### config.mk
export PLATFORM = sky130hd
export DESIGN_NAME = sap_controller
export DESIGN_NICKNAME = d
export VERILOG_FILES = /design/src/rtl/sap_pkg.sv /design/src/rtl/sap_controller_decoder.sv /design/src/rtl/sap_controller.sv
export SDC_FILE = /design/constraint.sdc
export NUM_CORES = 1
export LEC_CHECK = 0
export ABC_AREA = 1
export ABC_CLOCK_PERIOD_IN_PS = 2200
export CAP_MARGIN = 10
export CELL_PAD_IN_SITES_DETAIL_PLACEMENT = 2
export CELL_PAD_IN_SITES_GLOBAL_PLACEMENT = 2
export CORE_ASPECT_RATIO = 1.4
export CORE_MARGIN = 2
export CORE_UTILIZATION = 28
export DETAILED_ROUTE_END_ITERATION = 7
export HOLD_SLACK_MARGIN = 0.1
export PLACE_DENSITY = 0.83
export SYNTH_ARGS = -nofsm -noshare
export SYNTH_HDL_FRONTEND = slang
export SYNTH_SLANG_ARGS = --single-unit
### constraint.sdc
create_clock -name clk -period 2.2 [get_ports clk]
set_clock_uncertainty 0.05 [all_clocks]
set_input_delay 0.22 -clock clk [delete_from_list [all_inputs] [get_ports clk]]
set_output_delay 0.22 -clock clk [all_outputs]
set_load 0.005 [all_outputs]
### src/rtl/sap_pkg.sv
// Shared types and helper functions for the SAP control unit and datapath.
package sap_pkg;

  typedef enum logic [1:0] {
    ALU_ADD = 2'd0,
    ALU_SUB = 2'd1,
    ALU_AND = 2'd2,
    ALU_OR  = 2'd3
  } alu_op_e;

  typedef enum logic [3:0] {
    OPC_NOP = 4'h0,
    OPC_LDA = 4'h1,
    OPC_LDB = 4'h2,
    OPC_INA = 4'h3,
    OPC_INB = 4'h4,
    OPC_ADD = 4'h5,
    OPC_SUB = 4'h6,
    OPC_AND = 4'h7,
    OPC_OR  = 4'h8,
    OPC_JMP = 4'h9,
    OPC_JZ  = 4'hA,
    OPC_JC  = 4'hB,
    OPC_HLT = 4'hF
  } sap_opcode_e;

  typedef logic [2:0] ctrl_state_e;
  localparam ctrl_state_e ST_FETCH      = 3'd0;
  localparam ctrl_state_e ST_DECODE     = 3'd1;
  localparam ctrl_state_e ST_FETCH_OPND = 3'd2;
  localparam ctrl_state_e ST_EXEC       = 3'd3;
  localparam ctrl_state_e ST_HALT       = 3'd4;

  function automatic logic is_two_byte(input logic [3:0] opc);
    case (sap_opcode_e'(opc))
      OPC_LDA, OPC_LDB, OPC_JMP, OPC_JZ, OPC_JC: is_two_byte = 1'b1;
      default:                                   is_two_byte = 1'b0;
    endcase
  endfunction

  function automatic logic is_defined(input logic [3:0] opc);
    case (sap_opcode_e'(opc))
      OPC_NOP, OPC_LDA, OPC_LDB, OPC_INA, OPC_INB, OPC_ADD, OPC_SUB,
      OPC_AND, OPC_OR, OPC_JMP, OPC_JZ, OPC_JC, OPC_HLT: is_defined = 1'b1;
      default:                                           is_defined = 1'b0;
    endcase
  endfunction

  function automatic alu_op_e opc_to_aluop(input logic [3:0] opc);
    case (sap_opcode_e'(opc))
      OPC_SUB: opc_to_aluop = ALU_SUB;
      OPC_AND: opc_to_aluop = ALU_AND;
      OPC_OR:  opc_to_aluop = ALU_OR;
      default: opc_to_aluop = ALU_ADD;
    endcase
  endfunction

endpackage

### src/rtl/sap_controller_decoder.sv
// Combinational strobe decode: strobes are only ever non-zero in EXEC.
module sap_decoder
  import sap_pkg::*;
#(
  parameter int N = 8
) (
  input  ctrl_state_e      state_i,
  input  logic [3:0]       opc_i,
  input  logic [N-1:0]     opnd_i,
  input  logic             zf_i,
  input  logic             cf_i,
  output alu_op_e          op_o,
  output logic             en_a_o,
  output logic             en_b_o,
  output logic             sel_a_o,
  output logic             sel_b_o,
  output logic             load_out_o,
  output logic [N-1:0]     imm_data_o,
  output logic             jump_o
);

  // Strobe bundle and jump decision from state and opcode
  always_comb begin
    op_o       = ALU_ADD;
    en_a_o     = 1'b0;
    en_b_o     = 1'b0;
    sel_a_o    = 1'b0;
    sel_b_o    = 1'b0;
    load_out_o = 1'b0;
    imm_data_o = {N{1'b0}};
    jump_o     = 1'b0;
    if (state_i == ST_EXEC) begin
      case (sap_opcode_e'(opc_i))
        OPC_LDA: begin en_a_o = 1'b1; imm_data_o = opnd_i; end
        OPC_LDB: begin en_b_o = 1'b1; imm_data_o = opnd_i; end
        OPC_INA: begin en_a_o = 1'b1; sel_a_o = 1'b1; end
        OPC_INB: begin en_b_o = 1'b1; sel_b_o = 1'b1; end
        OPC_ADD, OPC_SUB, OPC_AND, OPC_OR: begin
          op_o       = opc_to_aluop(opc_i);
          load_out_o = 1'b1;
        end
        OPC_JMP: jump_o = 1'b1;
        OPC_JZ:  jump_o = zf_i;
        OPC_JC:  jump_o = cf_i;
        default: jump_o = 1'b0;
      endcase
    end else begin
      jump_o = 1'b0;
    end
  end

endmodule

### src/rtl/sap_controller.sv
// SAP control unit: fetch/decode/execute FSM driving the 8-bit datapath strobes.
module sap_controller
  import sap_pkg::*;
#(
  parameter int N  = 8,
  parameter int AW = 8
) (
  input  logic          clk,
  input  logic          reset,
  output logic          imem_req,
  output logic [AW-1:0] imem_addr,
  input  logic          imem_valid,
  input  logic [N-1:0]  imem_rdata,
  input  logic          z,
  input  logic          n,
  input  logic          c,
  input  logic          v,
  output alu_op_e       op,
  output logic          en_A,
  output logic          en_B,
  output logic          sel_A,
  output logic          sel_B,
  output logic          load_out,
  output logic [N-1:0]  imm_data,
  output logic          halted,
  output logic          illegal,
  output logic [AW-1:0] pc
);

  ctrl_state_e   state_q, state_d;
  logic [AW-1:0] pc_q, pc_d;
  logic [N-1:0]  ir_q, ir_d;
  logic [N-1:0]  opnd_q, opnd_d;
  logic          zf_q, zf_d, cf_q, cf_d;
  logic          ill_q, ill_d;
  logic          req_q, req_d;
  logic [3:0]    opc_s;
  logic          accept_s;
  logic          jump_s;
  logic          unused_ok_s;

  assign opc_s       = ir_q[N-1:N-4];
  assign accept_s    = req_q & imem_valid;
  assign unused_ok_s = ^{n, v, ir_q[N-5:0]};

  sap_decoder #(.N(N)) u_dec (
    .state_i    (state_q),
    .opc_i      (opc_s),
    .opnd_i     (opnd_q),
    .zf_i       (zf_q),
    .cf_i       (cf_q),
    .op_o       (op),
    .en_a_o     (en_A),
    .en_b_o     (en_B),
    .sel_a_o    (sel_A),
    .sel_b_o    (sel_B),
    .load_out_o (load_out),
    .imm_data_o (imm_data),
    .jump_o     (jump_s)
  );

  // Next-state logic for the fetch/decode/execute sequence
  always_comb begin
    state_d = state_q;
    pc_d    = pc_q;
    ir_d    = ir_q;
    opnd_d  = opnd_q;
    zf_d    = zf_q;
    cf_d    = cf_q;
    ill_d   = ill_q;
    case (state_q)
      ST_FETCH: begin
        if (accept_s) begin
          ir_d    = imem_rdata;
          pc_d    = pc_q + {{(AW-1){1'b0}}, 1'b1};
          state_d = ST_DECODE;
        end else begin
          state_d = ST_FETCH;
        end
      end
      ST_DECODE: begin
        if (opc_s == OPC_HLT) begin
          state_d = ST_HALT;
        end else if (is_two_byte(opc_s)) begin
          state_d = ST_FETCH_OPND;
        end else begin
          ill_d   = ill_q | ~is_defined(opc_s);
          state_d = ST_EXEC;
        end
      end
      ST_FETCH_OPND: begin
        if (accept_s) begin
          opnd_d  = imem_rdata;
          pc_d    = pc_q + {{(AW-1){1'b0}}, 1'b1};
          state_d = ST_EXEC;
        end else begin
          state_d = ST_FETCH_OPND;
        end
      end
      ST_EXEC: begin
        if (load_out) begin
          zf_d = z;
          cf_d = c;
        end else begin
          zf_d = zf_q;
        end
        if (jump_s) begin
          pc_d = opnd_q[AW-1:0];
        end else begin
          pc_d = pc_q;
        end
        state_d = ST_FETCH;
      end
      ST_HALT: state_d = ST_HALT;
      default: state_d = ST_HALT;
    endcase
    // Request is registered, so it is raised for the state being entered
    req_d = (state_d == ST_FETCH) || (state_d == ST_FETCH_OPND);
  end

  // State and datapath-control registers
  always_ff @(posedge clk or posedge reset) begin
    if (reset) begin
      state_q <= ST_FETCH;
      pc_q    <= {AW{1'b0}};
      ir_q    <= {N{1'b0}};
      opnd_q  <= {N{1'b0}};
      zf_q    <= 1'b0;
      cf_q    <= 1'b0;
      ill_q   <= 1'b0;
      req_q   <= 1'b0;
    end else begin
      state_q <= state_d;
      pc_q    <= pc_d;
      ir_q    <= ir_d;
      opnd_q  <= opnd_d;
      zf_q    <= zf_d;
      cf_q    <= cf_d;
      ill_q   <= ill_d;
      req_q   <= req_d;
    end
  end

  assign imem_req  = req_q;
  assign imem_addr = pc_q;
  assign pc        = pc_q;
  assign halted    = (state_q == ST_HALT);
  assign illegal   = ill_q;

endmodule

==> metrics.md, run 1 <==
| Metric | Value |
|---|---|
| Via count | 1574 |
| Logic pwr share | between 50% and 60% |
| PnR worst setup slack | around 0.084 ns |
| Complex-gate fraction of the synthesized area | approximately 10% |
| Hpwl dp | ~3700 µm |
| DRC violations left | 0 |
| Placement Setup Slack | 0.278 ns |
| Fin crit share | 96.2% |
| Post-layout min period | 2.12 ns |
| Maxcap violations | 0 |
| Area of the multi-input gates | between 800 and 900 µm² |
| Syn nets | ~230 |
| Num CTS Buffers | 3 |
| Top cell type's share of synthesized area | 40.5% |
| Via/cell ratio | roughly 4.8 |
| Die area | between 6000 and 7000 µm² |
| Share of layout cells above drive strength 1 | between 20% and 30% |
| Reg area | 681 µm² |
| Mapped Area | roughly 1700 µm² |
| Commonest non-fill, non-tap cell in the layout | nand2_1 |
| Max Clock Freq | roughly 0.47 GHz |
| WHS | 0.251 ns |
| Gpl congestion | ~0.75 |
| Hold buffers post-CTS | 0 |
| Top post-synthesis cells by area | dfrtp_1 (41%), nand2_1 (14%), o21ai_0 (4.5%), buf_4 (4.1%), nand2_2 (3.8%) |
| Crit path DAT | 1.85 ns |
| Final wirelength | 4950 µm |
| Worst-Margin Slew | between 0.4 and 0.5 ns |
| H-tree depth | 1 |
| I/O Pins | slightly below 50 |
| Final layout net count | roughly 280 |
| WL/cell | 15.0 µm |
| Core Region | approximately 5800 µm² |
| Multiplexer area fraction after synthesis | 0% |
| Synthesized area per cell | just under 8 µm² |
| Pleak | 1.00 nW |
| Diodes inserted | 0 |
| Outcome | finished clean |
| Area share of xor/xnor cells in the synthesized design | 0.526% |
| CTS tree | built |
| Row Count | 33 |
| Hold/Removal Path Class | input port to async pin |
| Yosys top cell by area | dfrtp_1 |
| GRT Total Usage | around 16% |
| Largest net degree at the start of global routing | 28 |
| Critical setup path kind | flip-flop to output pin |
| DR pass1 iterations | 3 |
| Final setup viols | 0 |
| Clk pwr share | roughly a tenth |
| Synth Area in Adders | less than 1% |
| Filler instances | between 600 and 700 |
| Req. time, crit path | ~1.9 ns |
| Initial antenna violation count | 0 |
| Die H | ~95 µm |
| Startpoint types | flip-flop |
| Vias in the first global route | 1677 |
| Yosys Warn Count | 0 |
| Area delta synth->final | 37.2% |
| Internal power | 0.00155 W |
| Power per cell area | ~1200 nW/µm² |
| Worst skew pair latency | 0.28 ns |
| Flop and latch count out of synthesis | 27 |
| Largest family of logic cells by synthesized area | simple AND/OR/NAND/NOR gates |
| CP max FO | 9 |
| Clock Tree Buf Depth | 2 |
| Sequential share of power | approximately a third |
| Simple-Gate Fraction of Synth Area | between 30 and 40% |
| IO buf count | 46 |
| Post-Syn Instances | 215 |
| Clock root cell | clkbuf_8 |
| Placed Instances | around 320 |
| Gr ovfl total | 0 |
| Max-slew headroom at the worst pin | a little under three quarters |
| Iter 0 DRT Violations | 40 |
| Endpoint class of the critical path | output pin |
| Clock slew at reported path FFs | roughly 0.1 ns |
| Post-synth cell types | 31 |
| Register area share after synthesis | about two fifths |
| Clock sinks | 27 |
| Fin. Hold Viols | 0 |
| Die W | 69.2 µm |
| Post-DRT Antenna Nets | 0 |
| Commonest non-fill, non-tap cells in the layout | nand2_1 (63), clkdlybuf4s50_1 (45), dfrtp_1 (23), o21ai_0 (15), inv_1 (13) |
| Sw Pwr | approximately 0.0013 W |
| Final max-slew violation count | 0 |
| Initial Util | roughly 29% |
| Peak supply drop | ~0.6 mV |
| Non-Filler Instances | about 330 |
| Global-route wire length before repair | roughly 8200 µm |
| Sw Ratio | between 40% and 50% |
==> layout make-up <==
class / count / share of cell area, %
inverter: 22 / 3.72
clock buffer: 4 / 1.97
sequential: 27 / 29.8
multi-input combinational: 152 / 37.2
tap: 70 / 3.83
timing repair buffer: 56 / 23.5
==> routing by layer <==
metal | global-route usage, % | share of wire (%) | vias to the layer above
met5 | 0 | 0 | -
met4 | 5.23 | 0.95 | 0
met3 | 1.80 | 2.5 | 4
met2 | 30.8 | 58 | 28
met1 | 17.1 | 39 | 774
li1 | - | - | 768
==> critical path: stages, from the launching register on <==
cell,delay [ns]
dfrtp_2,0.49
inv_2,0.11
nor2_2,0.06
o21ai_4,0.35
nor2_1,0.10
clkdlybuf4s50_1,0.46
==> cell usage after synthesis (all sizes together) <==
library cell  instances
a21oi                 3
a22oi                 1
buf                  14
dfrtp                27
ha                    1
inv                  22
nand2                76
nand3                14
nand3b                1
nand4                 2
nor2                 20
nor3                  7
nor4                  2
o21ai                22
o21bai                1
o31ai                 1
xor2                  1
==> worst paths after layout <==
| kind | startpoint | end | slack, ns | depth (start not counted) |
|---|---|---|---|---|
| setup / recovery | ir_q[4] | imm_data[3] | 0.08 | 5 |
| hold / removal | reset | illegal | 0.25 | 3 |
| setup reg to reg | state_q[2] | opnd_q[2] | 0.71 | 6 |
| hold reg to reg | state_q[2] | state_q[1] | 0.44 | 1 |
| max in group asynchronous | reset | ir_q[4] | 1.56 | 3 |
| min in group clk | z | zf_q | 0.43 | 3 |
==> state kept, by name, summed over array words and instances, names as in the netlist <==
register / cells
ir_q: 4
imem_addr: 8
opnd_q: 8
imem_req: 1
state_q: 3
illegal: 1
zf_q: 1
cf_q: 1
==> what timing repair did <==
action	CTS	global route
endpoints found under the setup margin	8	12
cloned	0	0
gates resized for setup	3	12
buffers inserted	0	4
pin swaps	0	1
==> logic make-up (layout without fill, tap and decap cells) <==
kind of cell / count (synthesis) / after routing
AOI/OAI and AO/OA: 28 / 28
xor gates and xnor gates: 1 / 1
adders and majority gates: 1 / 1
buffers and inverters: 36 / 82
DFF: 27 / 27
and+or+nand+nor: 122 / 122
==> power groups by stage <==
stage / combinational [W] / clock, W / sequential, W
finish: 0.00154 / 0.000295 / 0.000977
global route: 0.00171 / 0.000323 / 0.00103
CTS: 0.00148 / 0.000308 / 0.000966
detailed placement: 0.00145 / 0 / 0.000971
global placement: 0.00139 / 0 / 0.000953
floorplan: 0.000978 / 0 / 0.000907
==> stage by stage <==
step / TNS, ns / utilization (%) / area [µm²] / total power [W]
floorplan: 0 / - / 1670 / 0.00188
global placement: 0 / 37.2 / 2170 / 0.00235
detailed placement: 0 / 37.2 / 2170 / 0.00242
CTS: -0.0939 / 38.1 / 2220 / 0.00275
global route: -0.00440 / 39.3 / 2290 / 0.00307
finish: 0 / 39.3 / 2290 / 0.00281
(Power assumes the default switching activity.)
==> inputs of run 2 (changes only) <==
Settings changed: CORE_UTILIZATION 28 to 29, CTS_BUF_LIST set to sky130_fd_sc_hd__clkbuf_8, PLACE_DENSITY 0.83 to 0.86.
==> metrics.md, run 2 (synthesis gave the netlist of run 1 again) <==
| Metric | Value |
|---|---|
| Commonest non-fill, non-tap cells in the layout | nand2_1 (63), clkdlybuf4s50_1 (44), dfrtp_1 (24), o21ai_0 (15), inv_1 (14) |
| Peak supply drop | between 0.3 and 0.4 mV |
| DR WL met3 | between 150 and 200 µm |
| Maxcap violations | 0 |
| Uppermost layer routed | met4 |
| GRT Total Usage | 17.0% |
| Vias in the first global route | around 1600 |
| Clock sinks | 27 |
| I/O Pins | between 40 and 50 |
| Worst skew pair latency | 0.28 ns |
| DRC violations left | 0 |
| Placed Instances | 320 |
| Worst-path cell chain | nor2_2, o21ai_4, nor3_2, clkdlybuf4s50_1 |
| Iter 0 DRT Violations | 24 |
| Post-DRT Antenna Nets | 0 |
| Global-route wire length before repair | 8090 µm |
| Critical setup path kind | flip-flop to output pin |
| Max Clock Freq | approximately 0.48 GHz |
| Crit-path slowest cell | clkdlybuf4s50_1 |
| Filler instances | ~670 |
| Core Util, Final | 41.1% |
| Clock root cell | clkbuf_8 |
| Endpoint class of the critical path | output pin |
| Max-slew headroom at the worst pin | approximately two thirds |
| Clock slew at reported path FFs | ~0.09 ns |
| RSZ-0062 raised after global routing | true |
| Die W | just under 70 µm |
| Pleak | around 1.0 nW |
| Final layout net count | between 200 and 300 |
| Gr ovfl total | 0 |
| Num CTS Buffers | 3 |
| Routed length on met2 | roughly 2700 µm |
| DR pass1 iterations | 4 |
| Initial Util | 30.2% |
| Worst r2r src | state_q[0] |
| Req. time, crit path | just under 2 ns |
| Area delta synth->final | 36.2% |
| Row Count | 32 |
| Core Region | ~5500 µm² |
| IO buf count | 46 |
| Diodes inserted | 0 |
| CP max FO | 9 |
| Clock Tree Buf Depth | 2 |
| Share of layout cells above drive strength 1 | between 20% and 30% |
| Hold buffers post-CTS | 0 |
| Post-layout min period | approximately 2.1 ns |
| Outcome | finished clean |
| H-tree depth | 1 |
| WL/cell | 14.9 µm |
| Die H | between 90 and 100 µm |
| Hpwl dp | around 3700 µm |
| Commonest non-fill, non-tap cell in the layout | nand2_1 |
| Initial antenna violation count | 0 |
| Hold/Removal Path Class | input port to async pin |
| Worst-Margin Slew | ~0.47 ns |
| Crit path DAT | roughly 1.8 ns |
| Crit path largest cell delay | 0.53 ns |
| Setup tns final | 0 ns |
| Final wirelength | 4830 µm |
| Via count | between 1500 and 2000 |
| Met1 Wirelength | 1920 µm |
| PnR worst setup slack | between 0.1 and 0.15 ns |
| Die area | 6380 µm² |
| Largest net degree at the start of global routing | 28 |
| Final setup viols | 0 |
| CP Launch Point | ir_q[6] |
| Via/cell ratio | 4.78 |
| Gpl congestion | between 0.7 and 0.8 |
| Startpoint types | flip-flop |
| CTS tree | built |
| Power per cell area | 1210 nW/µm² |
| Fin crit share | a little over nine tenths |
| Non-Filler Instances | about 330 |
| Placement Setup Slack | between 0.2 and 0.3 ns |
| Final max-slew violation count | 0 |
| Fin. Hold Viols | 0 |
[run 2: worst max-delay path: cells and delay by family (launching register included)]
family	cells	cell delay, ns
AOI/OAI and AO/OA	1	0.15
and+or+nand+nor	2	0.37
DFF	1	0.48
buffers and inverters	1	0.53
[run 2: stage by stage]
| stage | total power [W] | instance area (µm²) | hold WS [ns] |
|---|---|---|---|
| 3_5_place_dp | 0.00241 | 2160 | 0.425 |
| 5_1_grt | 0.00303 | 2270 | 0.293 |
| 3_3_place_gp | 0.00234 | 2160 | 0.405 |
| 6_report | 0.00276 | 2270 | 0.257 |
| 4_1_cts | 0.00273 | 2210 | 0.267 |
| 2_1_floorplan | 0.00188 | 1670 | 0.223 |
[run 2: per-layer routing]
metal  up-vias  track usage [%]
met2        37             30.7
met5         -                0
met4         0             5.50
met1       751             20.8
met3         4             1.32
li1        761                -
[run 2: area by class of cell]
class / count / area, µm² / area share, %
Tap cell: 68 / 85.1 / 3.75
Sequential cell: 27 / 679 / 29.9
Clock inverter: 1 / 3.75 / 0.165
Inverter: 22 / 85.1 / 3.75
Timing Repair Buffer: 52 / 523 / 23.0
Clock buffer: 3 / 41.3 / 1.82
Multi-Input combinational cell: 152 / 852 / 37.5
[run 2: timing repair]
action,in CTS,in global routing
resized for setup,3,14
hold endpoints to repair,0,0
setup buffers,0,1
setup endpoints to repair,2,13
[run 2: path summary, 6_finish.rpt]
path,to,slack [ns],cells past startpoint
worst min register to register,zf_q,0.44,2
max in group asynchronous,ir_q[5],1.54,3
worst min-delay path,state_q[0],0.26,3
worst max register to register,opnd_q[7],0.71,5
worst max-delay path,imm_data[4],0.12,4
min in group clk,cf_q,0.42,3
[run 2: power breakdown]
| group | internal, W | switching (W) |
|---|---|---|
| clock network | 0.000126 | 0.000162 |
| registers | 0.000730 | 0.000255 |
| logic | 0.000660 | 0.000825 |
| total | 0.00152 | 0.00124 |
==> inputs of run 3 (changes only) <==
Settings changed: CAP_MARGIN 10 to 20.
==> results of run 3 <==
Final layout, timing and power as in run 2 (identical DEF).
